<file path="src/rtl/pkt_dispatch_pkg.sv">
// -----------------------------------------------------------------------------
// pkt_dispatch_pkg
// Shared definitions for the packet dispatch sequencer:
//   - packet type codes carried in the 3-bit header type field
//   - header layout as stored in the dispatch FIFO
//   - dispatcher FSM state encoding
// -----------------------------------------------------------------------------
package pkt_dispatch_pkg;

    // Packet type codes
    localparam logic [2:0] PKT_HB      = 3'b000;
    localparam logic [2:0] PKT_CHE     = 3'b001;
    localparam logic [2:0] PKT_INV     = 3'b010;
    localparam logic [2:0] PKT_MR      = 3'b011;
    localparam logic [2:0] PKT_CHT     = 3'b100;
    localparam logic [2:0] PKT_DATA    = 3'b101;
    localparam logic [2:0] PKT_SOS     = 3'b110;
    localparam logic [2:0] PKT_INVALID = 3'b111;

    // Stored header: {type, destination ID}
    typedef struct packed {
        logic [2:0]  ptype;
        logic [15:0] dest;
    } hdr_t;

    localparam int HDR_W = $bits(hdr_t);

    // Dispatcher FSM states
    typedef enum logic [1:0] {
        ST_IDLE  = 2'b00,
        ST_ISSUE = 2'b01,
        ST_WAIT  = 2'b10
    } state_e;

    // Headers of this type are consumed without ever reaching the filter.
    function automatic logic is_dropped(input logic [2:0] ptype);
        return ptype == PKT_INVALID;
    endfunction

endpackage

</file>
<file path="src/rtl/pkt_dispatch_fifo.sv">
// -----------------------------------------------------------------------------
// pkt_dispatch_fifo
// Synchronous single-clock FIFO with first-word fall-through read data.
// DEPTH must be a power of two so the pointers wrap by natural overflow.
//
// Ports:
//   clk      in   clock, rising edge
//   nrst     in   asynchronous active-low reset (pointers/count only)
//   push_i   in   write wdata_i (ignored when full)
//   wdata_i  in   write data
//   pop_i    in   discard head entry (ignored when empty)
//   rdata_o  out  head entry, valid while empty_o is 0
//   empty_o  out  no entries stored
//   count_o  out  current occupancy, 0..DEPTH
// -----------------------------------------------------------------------------
module pkt_dispatch_fifo #(
    parameter int WIDTH = 19,
    parameter int DEPTH = 4
) (
    input  logic                       clk,
    input  logic                       nrst,
    input  logic                       push_i,
    input  logic [WIDTH-1:0]           wdata_i,
    input  logic                       pop_i,
    output logic [WIDTH-1:0]           rdata_o,
    output logic                       empty_o,
    output logic [$clog2(DEPTH):0]     count_o
);

    localparam int PTR_W = $clog2(DEPTH);
    localparam int CNT_W = PTR_W + 1;

    logic [WIDTH-1:0] mem_q [DEPTH];
    logic [PTR_W-1:0] wr_ptr_q, rd_ptr_q;
    logic [CNT_W-1:0] count_q;
    logic             full;
    logic             do_push, do_pop;

    assign full    = (count_q == CNT_W'(DEPTH));
    assign empty_o = (count_q == '0);
    assign count_o = count_q;
    assign rdata_o = mem_q[rd_ptr_q];

    assign do_push = push_i && !full;
    assign do_pop  = pop_i && !empty_o;

    // NOTE: storage has no reset; entries are only read after being written,
    // and leaving it out lets the array map onto plain flops/RAM cells.
    always_ff @(posedge clk) begin
        if (do_push) begin
            mem_q[wr_ptr_q] <= wdata_i;
        end
    end

    // NOTE: all sequential state uses non-blocking assignments so every
    // register samples the pre-edge values regardless of statement order.
    always_ff @(posedge clk or negedge nrst) begin
        if (!nrst) begin
            wr_ptr_q <= '0;
            rd_ptr_q <= '0;
            count_q  <= '0;
        end else begin
            if (do_push) wr_ptr_q <= wr_ptr_q + PTR_W'(1);
            if (do_pop)  rd_ptr_q <= rd_ptr_q + PTR_W'(1);
            // Simultaneous push and pop leaves occupancy unchanged.
            case ({do_push, do_pop})
                2'b10:   count_q <= count_q + CNT_W'(1);
                2'b01:   count_q <= count_q - CNT_W'(1);
                default: count_q <= count_q;
            endcase
        end
    end

endmodule

</file>
<file path="src/rtl/pkt_dispatch_ctrl.sv">
// -----------------------------------------------------------------------------
// pkt_dispatch_ctrl
// Buffers decoded packet headers and hands them to packetFilter one at a
// time. Each dispatched header produces a single-cycle flt_newpkt strobe; the
// next header is held back until the downstream block signals blk_done, so
// enables of consecutive packets never overlap. Type 3'b111 headers are
// dropped in IDLE without a strobe.
//
// Build option:
//   PKT_DISPATCH_TIMEOUT_EN  adds a WAIT watchdog of TIMEOUT_CYCLES and the
//                            timeout_err output port.
//
// Ports:
//   clk           in   clock, rising edge
//   nrst          in   asynchronous active-low reset
//   pkt_valid     in   receive header available
//   pkt_type      in   header type field
//   pkt_dest      in   header destination ID
//   pkt_ready     out  FIFO not full (header accepted on valid && ready)
//   flt_newpkt    out  one-cycle strobe to packetFilter.newpkt
//   flt_pkt_type  out  type presented to the filter, held until next pop
//   flt_dest_id   out  destination presented to the filter, held until next pop
//   blk_done      in   downstream block finished the current packet
//   busy          out  FSM not in IDLE (registered)
//   dispatch_cnt  out  completed packets, saturating
//   drop_cnt      out  dropped type-7 packets, saturating
//   timeout_err   out  watchdog expiry pulse (timeout build only)
// -----------------------------------------------------------------------------
`default_nettype none

module pkt_dispatch_ctrl
    import pkt_dispatch_pkg::*;
#(
    parameter int FIFO_DEPTH     = 4,
    parameter int TIMEOUT_CYCLES = 255
) (
    input  wire logic        clk,
    input  wire logic        nrst,
    input  wire logic        pkt_valid,
    input  wire logic [2:0]  pkt_type,
    input  wire logic [15:0] pkt_dest,
    output logic             pkt_ready,
    output logic             flt_newpkt,
    output logic [2:0]       flt_pkt_type,
    output logic [15:0]      flt_dest_id,
    input  wire logic        blk_done,
    output logic             busy,
    output logic [15:0]      dispatch_cnt,
    output logic [7:0]       drop_cnt
`ifdef PKT_DISPATCH_TIMEOUT_EN
    ,
    output logic             timeout_err
`endif
);

    localparam int CNT_W = $clog2(FIFO_DEPTH) + 1;

    // ------------------------------------------------------------------
    // Header queue
    // ------------------------------------------------------------------
    logic [HDR_W-1:0] fifo_rdata;
    logic             fifo_empty;
    logic [CNT_W-1:0] fifo_count;
    logic             fifo_pop;
    hdr_t             head;

    pkt_dispatch_fifo #(
        .WIDTH (HDR_W),
        .DEPTH (FIFO_DEPTH)
    ) u_fifo (
        .clk     (clk),
        .nrst    (nrst),
        .push_i  (pkt_valid),
        .wdata_i ({pkt_type, pkt_dest}),
        .pop_i   (fifo_pop),
        .rdata_o (fifo_rdata),
        .empty_o (fifo_empty),
        .count_o (fifo_count)
    );

    assign head      = hdr_t'(fifo_rdata);
    assign pkt_ready = (fifo_count != CNT_W'(FIFO_DEPTH));

    // ------------------------------------------------------------------
    // FSM and output registers
    // ------------------------------------------------------------------
    state_e      state_q, state_d;
    logic        newpkt_q, newpkt_d;
    logic [2:0]  flt_type_q, flt_type_d;
    logic [15:0] flt_dest_q, flt_dest_d;
    logic        busy_q, busy_d;
    logic [15:0] dispatch_cnt_q, dispatch_cnt_d;
    logic [7:0]  drop_cnt_q, drop_cnt_d;
    logic        tmo_expire;

`ifdef PKT_DISPATCH_TIMEOUT_EN
    localparam int TMO_W = $clog2(TIMEOUT_CYCLES + 1);

    logic [TMO_W-1:0] tmo_cnt_q, tmo_cnt_d;
    logic             tmo_err_q, tmo_err_d;

    // Counter holds the number of WAIT edges already survived; the edge
    // that would make it TIMEOUT_CYCLES is the expiry edge.
    assign tmo_expire = (tmo_cnt_q == TMO_W'(TIMEOUT_CYCLES - 1));
`else
    assign tmo_expire = 1'b0;
`endif

    // NOTE: every variable assigned here gets a default first, so no path
    // through the case statement leaves one unassigned and infers a latch.
    always_comb begin
        state_d        = state_q;
        newpkt_d       = newpkt_q;
        flt_type_d     = flt_type_q;
        flt_dest_d     = flt_dest_q;
        dispatch_cnt_d = dispatch_cnt_q;
        drop_cnt_d     = drop_cnt_q;
        fifo_pop       = 1'b0;
`ifdef PKT_DISPATCH_TIMEOUT_EN
        tmo_cnt_d      = tmo_cnt_q;
        tmo_err_d      = 1'b0;
`endif

        case (state_q)
            ST_IDLE: begin
                if (!fifo_empty) begin
                    fifo_pop   = 1'b1;
                    flt_type_d = head.ptype;
                    flt_dest_d = head.dest;
                    if (is_dropped(head.ptype)) begin
                        if (drop_cnt_q != 8'hFF) drop_cnt_d = drop_cnt_q + 8'd1;
                    end else begin
                        newpkt_d = 1'b1;
                        state_d  = ST_ISSUE;
                    end
                end
            end

            // blk_done is deliberately ignored here: it may still belong to
            // the previous packet's block.
            ST_ISSUE: begin
                newpkt_d = 1'b0;
                state_d  = ST_WAIT;
`ifdef PKT_DISPATCH_TIMEOUT_EN
                tmo_cnt_d = '0;
`endif
            end

            ST_WAIT: begin
                if (blk_done) begin
                    // Completion takes priority over a coincident expiry.
                    if (dispatch_cnt_q != 16'hFFFF) begin
                        dispatch_cnt_d = dispatch_cnt_q + 16'd1;
                    end
                    state_d = ST_IDLE;
                end else if (tmo_expire) begin
`ifdef PKT_DISPATCH_TIMEOUT_EN
                    tmo_err_d = 1'b1;
`endif
                    state_d = ST_IDLE;
                end else begin
`ifdef PKT_DISPATCH_TIMEOUT_EN
                    tmo_cnt_d = tmo_cnt_q + TMO_W'(1);
`endif
                end
            end

            default: begin
                newpkt_d = 1'b0;
                state_d  = ST_IDLE;
            end
        endcase

        busy_d = (state_d != ST_IDLE);
    end

    always_ff @(posedge clk or negedge nrst) begin
        if (!nrst) begin
            state_q        <= ST_IDLE;
            newpkt_q       <= 1'b0;
            flt_type_q     <= 3'b000;
            flt_dest_q     <= 16'h0000;
            busy_q         <= 1'b0;
            dispatch_cnt_q <= 16'h0000;
            drop_cnt_q     <= 8'h00;
        end else begin
            state_q        <= state_d;
            newpkt_q       <= newpkt_d;
            flt_type_q     <= flt_type_d;
            flt_dest_q     <= flt_dest_d;
            busy_q         <= busy_d;
            dispatch_cnt_q <= dispatch_cnt_d;
            drop_cnt_q     <= drop_cnt_d;
        end
    end

`ifdef PKT_DISPATCH_TIMEOUT_EN
    always_ff @(posedge clk or negedge nrst) begin
        if (!nrst) begin
            tmo_cnt_q <= '0;
            tmo_err_q <= 1'b0;
        end else begin
            tmo_cnt_q <= tmo_cnt_d;
            tmo_err_q <= tmo_err_d;
        end
    end

    assign timeout_err = tmo_err_q;
`endif

    assign flt_newpkt   = newpkt_q;
    assign flt_pkt_type = flt_type_q;
    assign flt_dest_id  = flt_dest_q;
    assign busy         = busy_q;
    assign dispatch_cnt = dispatch_cnt_q;
    assign drop_cnt     = drop_cnt_q;

endmodule

`default_nettype wire
</file>
<file path="config.mk">
export PLATFORM = sky130hd
export DESIGN_NAME = pkt_dispatch_ctrl
export DESIGN_NICKNAME = d
export VERILOG_FILES = /design/src/rtl/pkt_dispatch_pkg.sv /design/src/rtl/pkt_dispatch_fifo.sv /design/src/rtl/pkt_dispatch_ctrl.sv
export SDC_FILE = /design/constraint.sdc
export NUM_CORES = 1
export LEC_CHECK = 0
export CELL_PAD_IN_SITES_DETAIL_PLACEMENT = 2
export CELL_PAD_IN_SITES_GLOBAL_PLACEMENT = 2
export CORE_UTILIZATION = 40
export CTS_CLUSTER_SIZE = 10
export DETAILED_ROUTE_END_ITERATION = 8
export GPL_ROUTABILITY_DRIVEN = 0
export PLACE_DENSITY_LB_ADDON = 0.1
export SETUP_SLACK_MARGIN = 0.3
export SYNTH_ARGS = -nofsm -noshare
export SYNTH_HDL_FRONTEND = slang
export SYNTH_HIERARCHICAL = 1
export SYNTH_SLANG_ARGS = --single-unit
</file>
<file path="constraint.sdc">
create_clock -name clk -period 2.7 [get_ports clk]
set_clock_uncertainty 0.2 [all_clocks]
set_input_delay 0.54 -clock clk [delete_from_list [all_inputs] [get_ports clk]]
set_output_delay 0.54 -clock clk [all_outputs]
set_load 0.01 [all_outputs]
</file>
==> results of run 1 <==
-- path summary, 6_finish.rpt --
path	from	end	slack [ns]
max in group asynchronous	nrst	u_fifo/count_o[0]	1.26
min in group asynchronous	nrst	drop_cnt[7]	0.44
min	flt_dest_id[12]	flt_dest_id[12]	0.29
max reg2reg	u_fifo/rd_ptr_q[0]	drop_cnt[1]	0.41
max	u_fifo/count_o[2]	pkt_ready	0.41
min reg2reg	flt_dest_id[12]	flt_dest_id[12]	0.29
-- cells in the final DEF (no fill, tap or decap), types with 2 or more instances in the layout --
cell type / Yosys / final
edfxtp_1: 76 / 76
clkdlybuf4s50_1: 0 / 67
dfrtp_1: 54 / 52
mux4_2: 18 / 19
xnor2_1: 17 / 17
clkbuf_16: 0 / 17
mux2_2: 15 / 15
buf_4: 0 / 12
inv_1: 11 / 11
nor2_1: 10 / 10
nand2_1: 10 / 10
mux2_1: 9 / 9
nand3_1: 9 / 8
xor2_1: 7 / 7
ha_1: 7 / 7
nand4_1: 6 / 6
and2_1: 5 / 5
and3_1: 5 / 5
buf_12: 0 / 5
clkbuf_1: 0 / 4
clkinv_2: 0 / 4
bufinv_16: 0 / 4
o211ai_1: 3 / 3
or2_1: 3 / 3
a31oi_1: 3 / 3
a21oi_1: 3 / 3
nor3_2: 0 / 2
o21a_1: 2 / 2
nor4_2: 3 / 2
o2111ai_1: 2 / 2
clkinv_4: 0 / 2
dfrtp_2: 0 / 2
-- layout make-up --
type | count | area, um^2 | share of cell area
multi-input cells | 153 | 1520 | 0.2206
clock inverters | 11 | 161.4 | 0.02342
flip-flops and latches | 130 | 3636 | 0.5277
inverters | 11 | 41.29 | 0.005992
clock buffers | 21 | 440.4 | 0.06392
repair buffers | 86 | 875.8 | 0.1271
well taps | 172 | 215.2 | 0.03123
-- synth_stat cells (all sizes together) (3+ instances only) --
| master | number |
|---|---|
| a21oi | 3 |
| a31oi | 4 |
| and2 | 5 |
| and3 | 5 |
| buf | 7 |
| dfrtp | 54 |
| edfxtp | 76 |
| ha | 7 |
| inv | 11 |
| mux2 | 24 |
| mux4 | 19 |
| nand2 | 10 |
| nand3 | 9 |
| nand4 | 7 |
| nor2 | 10 |
| nor3 | 3 |
| nor4 | 4 |
| o211ai | 3 |
| or2 | 3 |
| xnor2 | 17 |
| xor2 | 7 |
-- power groups by stage --
stage                     clock network [W]  logic (W)  registers, W
after CTS                           0.00240    0.00244       0.00302
after detailed placement                  0    0.00241       0.00304
after floorplan                           0    0.00132       0.00305
after global routing                0.00248    0.00264       0.00308
final                               0.00235    0.00243       0.00301
after global placement                    0    0.00234       0.00300
-- metrics by stage --
step	power, W	setup slack, ns	area, um^2
after CTS	0.007857	0.2754	6837
after detailed placement	0.005447	0.1612	6216
after global placement	0.005339	0.2179	6216
after floorplan	0.004370	0.3088	5225
after global routing	0.008201	0.3038	6890
final	0.007798	0.4080	6890
-- worst reg2reg max path, cell delays in order, from the launching register on --
cell and delay (ns):
dfrtp_2 0.46, mux4_2 0.40, nand3_2 0.11, nor4_4 0.42, o21a_1 0.25, mux2_1 0.33
-- state kept, by name (all words and copies together), names as in the netlist --
name,flops
busy,1
dispatch_cnt,16
drop_cnt,8
flt_dest_id,16
flt_newpkt,1
flt_pkt_type,3
state_q,2
u_fifo/count_o,3
u_fifo/mem_q,76
u_fifo/rd_ptr_q,2
u_fifo/wr_ptr_q,2
-- cell families (layout without fill, tap and decap cells) --
logic type                 after synthesis  in the layout  share of synthesized area
DFF                                    130            130                     0.6957
muxes                                   44             44                     0.1363
AOI/OAI and AO/OA                       18             18                    0.02635
buffers and inverters                   18            129                    0.01701
xor gates and xnor gates                24             24                    0.04025
and+or+nand+nor                         59             59                    0.06373
adders and majority gates                8              8                    0.02060
-- layer usage --
| layer | up-vias | part of all wire | wire [um] | GRT usage |
|---|---|---|---|---|
| met5 | - | 0 | 0 | 0 |
| met4 | 0 | 0.019 | 227 | 0.08803 |
| met3 | 18 | 0.036 | 418 | 0.04203 |
| met2 | 58 | 0.53 | 6220 | 0.3254 |
| met1 | 1558 | 0.41 | 4809 | 0.2267 |
| li1 | 1342 | - | - | - |
-- timing repair --
item,4_1_cts,5_1_grt
setup buffers,0,6
endpoints found under the hold margin,19,0
hold buffers,1,0
setup endpoints to repair,1,3
gates resized for setup,1,5
pin swaps,0,1
==> summary.txt, run 1 <==
Floorplan
  • Io pins: 69
  • Die X: 116.3 um
  • Die height: 116.3 um
  • Die Area: 13520 um^2
  • Initial Utilization: 0.4122
  • Core area: 12670 um^2
  • Row Count: 41

Setup path
  • Setup crit start kind: register
  • Slowest Stage Delay on Critical Path: 0.52 ns
  • Critical path depth: 3
  • Worst-path cell chain: buf_4 -> nand2_1 -> clkdlybuf4s50_1
  • Slowest cell on crit path: clkdlybuf4s50_1
  • Worst Setup Path Type: register to primary output
  • Worst r2r path cells: 5
  • CP endpoint kind: primary output
  • Worst path bufs/invs: 2
  • WP data required: 1.96 ns
  • CP Max Fanout: 4
  • Top cell family by delay on the critical path: buffers and inverters
  • Worst EP arrival: 1.55 ns

STA
  • Fin. max-slew vios: 0
  • Final min period: 2.292 ns
  • Hold_ws: 0.2870 ns
  • Setup TNS after final layout: 0 ns
  • Tcrit/Tclk final: 0.8489
  • Worst-margin pin slew: 0.5190 ns
  • Slew HR: 0.6540
  • Final Hold Vio Count: 0
  • # setup viols final: 0
  • Fmax: 0.4363 GHz
  • RSZ-0062 raised after global routing: false

Pwr
  • P_leak: 2.572 nW
  • Power share of the clock group: 0.302
  • Sw Pwr: 0.002253 W
  • Part of the power in combinational logic: 0.312
  • P per Cell Area: 1132 nW/um^2
  • Switching Share: 0.2889
  • Sequential share of power: 0.386
  • Peak supply drop: 0.0005806 V
  • Power Internal: 0.005545 W

Worst hold path
  • Worst hold path class: register to register
  • Hold path depth: 1

CTS
  • H-tree Lvls: 4
  • Clk slew on worst S/H paths: 0.06 ns
  • TritonCTS buffer count: 17
  • Clk sinks: 130
  • Clock Latency Late Sink: 0.41 ns
  • Worst-case clock buffer depth: 2
  • CTS tree: built
  • Root buf cell: clkbuf_16

Global routing
  • GR Overflow Total: 0
  • Vias in the first global route: 3300
  • Total GRT Usage: 0.1892
  • Initial antenna violation count: 0
  • Global-route wire length before repair: 18.11 mm
  • Largest net degree at the start of global routing: 36

Place
  • DP HPWL: 7.628 mm
  • Inst Count DP: 545
  • Buffers on Ports: 68

Yosys
  • Number of flops mapped to enable cells by yosys: 76
  • Yosys cell types: 38
  • Mapped Cells: 301
  • Post-synthesis sequential area ratio: 0.6957
  • Synthesized Nets: 332
  • Share of the synthesized area in the top cell type: 0.4370
  • Flops & latches, synth: 130
  • Avg Inst Size Synth: 17.35 um^2
  • Ranking of synthesized cells by area: edfxtp_1 (44%), dfrtp_1 (26%), mux4_2 (7.8%)
  • Prevailing post-synth register cell: edfxtp_1
  • Synth warnings: 6
  • Fraction of registers with async set/reset: 0.4154
  • Cell taking the most area after synthesis: edfxtp_1
  • Post-Syn Area: 5223 um^2

Drt
  • Wire length per cell: 19.99 um
  • Via density per instance: 5.096
  • TritonRoute pass-1 iters: 5
  • Via count: 2976
  • Antenna viol nets, final: 0
  • Drt drc: 0
  • Starting DRC count in detailed routing: 96
  • Final wirelength: 11.68 mm

Finish
  • Net count, final: 430
  • Finished Core Util: 0.5438
  • # fillers: 1149
  • Final Non-Filler Cells: 584
  • Share of layout cells above drive strength 1: 0.2160
  • Ant. Diodes: 0
  • Layout Area Growth over Synthesis: 31.94%

Job
  • Max-cap viol count: 0

Status
  • Status: completed
(Power assumes the default switching activity.)
==> run 2: changes to the inputs <==
- CORE_UTILIZATION: 40 -> 36
- clock period: 2.7 -> 1.9 ns (I/O delays scaled with it)
==> run 2 against run 1 <==
- the flow now finishes with violations (setup timing)
- first-iteration DRC count rose by 46%
- combinational power rose by 140%
- die area rose by 11%
- wire length rose by 42%
- via count rose by 15%
- register-to-register slack got worse by 0.73 ns
- sequential power rose by 42%
- highest routed layer unchanged
==> summary.txt, run 2 (synthesis results as in run 1) <==
CTS
  • Worst-case clock buffer depth: 2
  • CTS tree: built
  • Clock Latency Late Sink: 0.43 ns
  • H-tree Lvls: 4
  • Clk slew on worst S/H paths: 0.06 ns
  • Root buf cell: clkbuf_16
  • Clk sinks: 130
  • TritonCTS buffer count: 17

Drt
  • Antenna viol nets, final: 0
  • Drt drc: 0
  • Wire length per cell: 24.64 um
  • Via count: 3419
  • TritonRoute pass-1 iters: 4
  • Final wirelength: 16.58 mm
  • Via density per instance: 5.080
  • Starting DRC count in detailed routing: 140

Finish
  • Ant. Diodes: 0
  • # fillers: 1257
  • Layout Area Growth over Synthesis: 52.25%
  • Net count, final: 511
  • Final Non-Filler Cells: 673
  • Most common cell after layout, fill and taps aside: edfxtp_1
  • Max reg flops: 76
  • Largest reg by FF count: u_fifo/mem_q
  • Commonest cells after routing, fill and taps aside: edfxtp_1 (76), buf_4 (47), dfrtp_1 (43)
  • Share of layout cells above drive strength 1: 0.5517

Setup path
  • Setup crit start kind: register
  • Worst EP arrival: 2.33 ns
  • CP endpoint kind: register
  • R2R setup slack: -0.32 ns
  • WP data required: 2.01 ns
  • Reg2reg end: u_fifo/count_o[2]
  • Worst r2r path cells: 9
  • Worst Setup Path Type: register to register
  • Reg2reg start: u_fifo/count_o[1]
  • CP Max Fanout: 2

STA
  • Slew HR: 0.6663
  • Worst-margin pin slew: 0.5005 ns
  • Final min period: 2.220 ns
  • Final worst setup slack: -0.3196 ns
  • # setup viols final: 40
  • Fin. max-slew vios: 0
  • Final Hold Vio Count: 0
  • Tcrit/Tclk final: 1.168
  • RSZ-0062 raised after global routing: true
  • Fmax: 0.4505 GHz

Pwr
  • Peak supply drop: 0.0007470 V
  • Power Internal: 0.008908 W
  • P_leak: 3.235 nW
  • Power share of the clock group: 0.242
  • Switching Share: 0.3264
  • Sw Pwr: 0.004316 W
  • Part of the power in combinational logic: 0.435
  • Sequential share of power: 0.322
  • P per Cell Area: 1663 nW/um^2

Floorplan
  • Die X: 122.4 um
  • Die height: 122.4 um
  • Io pins: 69
  • Initial Utilization: 0.3719
  • Die Area: 14990 um^2
  • Core area: 14040 um^2
  • Row Count: 43

Global routing
  • Met2 usage: 0.3813
  • GRT Max-Usage Layer: met2
  • GR Overflow Total: 0
  • Routing usage on met1: 0.2332
  • Initial antenna violation count: 0
  • Largest net degree at the start of global routing: 32
  • Grt met3 use: 0.05112
  • Total GRT Usage: 0.2081
  • Global-route wire length before repair: 22.09 mm
  • Vias in the first global route: 3827

Place
  • Buffers on Ports: 68
  • DP HPWL: 8.360 mm
  • Inst Count DP: 580
  • Pre-CTS setup slack: -0.3384 ns

Job
  • Max-cap viol count: 0

Status
  • Status: finished, violations left
  • Failing checks: setup timing

Worst hold path
  • Worst hold path class: input pin to async pin
==> run 2: area by class of cell <==
cell class	instances	area, um^2	area share
flip-flops and latches	130	3647	0.4587
clock buffers	20	466.7	0.05869
well taps	180	225.2	0.02832
clock inverters	12	106.4	0.01338
multi-input cells	153	1851	0.2327
inverters	11	43.79	0.005507
repair buffers	167	1612	0.2027
==> run 2: worst max path at each step <==
stage | from | end | slack (ns) | depth (start not counted)
2_1_floorplan | u_fifo/count_o[2] | u_fifo/count_o[2] | -0.39 | 10
3_3_place_gp | pkt_valid | u_fifo/count_o[2] | -0.28 | 10
3_5_place_dp | pkt_valid | u_fifo/count_o[2] | -0.34 | 10
4_1_cts | state_q[1] | u_fifo/count_o[2] | -0.24 | 8
5_1_grt | u_fifo/count_o[1] | u_fifo/count_o[2] | -0.39 | 9
6_report | u_fifo/count_o[1] | u_fifo/count_o[2] | -0.32 | 9
==> run 2: power groups by stage <==
stage / Sequential (W) / Combinational, W / Clock [W]
2_1_floorplan: 0.00436 / 0.00200 / 0
3_3_place_gp: 0.00426 / 0.00381 / 0
4_1_cts: 0.00422 / 0.00486 / 0.00321
5_1_grt: 0.00434 / 0.00608 / 0.00335
3_5_place_dp: 0.00433 / 0.00394 / 0
6_report: 0.00426 / 0.00576 / 0.00320
==> run 2: critical path: stages, from the launching register on <==
cell and delay, ns:
dfrtp_1 0.42, nor3_4 0.09, nor3_4 0.18, o31a_1 0.25, ha_4 0.16, inv_2 0.04, fa_2 0.33, xor2_1 0.18
nor2_1 0.09, xor2_1 0.16
==> run 2: per-layer routing <==
| metal | wire [um] | part of all wire |
|---|---|---|
| met5 | 0 | 0 |
| met4 | 344 | 0.021 |
| met3 | 576 | 0.035 |
| met2 | 9180 | 0.55 |
| met1 | 6480 | 0.39 |
==> run 2: per-stage QoR <==
| stage | area [um^2] | setup TNS [ns] | hold slack (ns) | utilization | power (W) |
|---|---|---|---|---|---|
| after floorplan | 5365 | -1.634 | -0.1156 | - | 0.006364 |
| after global placement | 6580 | -15.80 | 0.2079 | 0.4686 | 0.008074 |
| after detailed placement | 6580 | -17.96 | 0.2078 | 0.4686 | 0.008271 |
| after CTS | 7619 | -2.358 | 0.2882 | 0.5425 | 0.01228 |
| after global routing | 7951 | -8.081 | 0.3201 | 0.5662 | 0.01377 |
| final | 7951 | -4.936 | 0.2883 | 0.5662 | 0.01322 |
==> run 2: timing repair <==
item / 4_1_cts / 5_1_grt
hold buffers: 1 / 0
pin swaps: 21 / 18
gates cloned: 5 / 1
buffers inserted: 40 / 14
setup endpoints to repair: 172 / 135
gates resized for setup: 244 / 39
endpoints found under the hold margin: 54 / 0
==> run 3: changes to the inputs <==
- CTS_CLUSTER_SIZE: 10 -> 8
==> results of run 3 <==
Same layout as run 2: the final DEF is identical, and so are final timing and power.
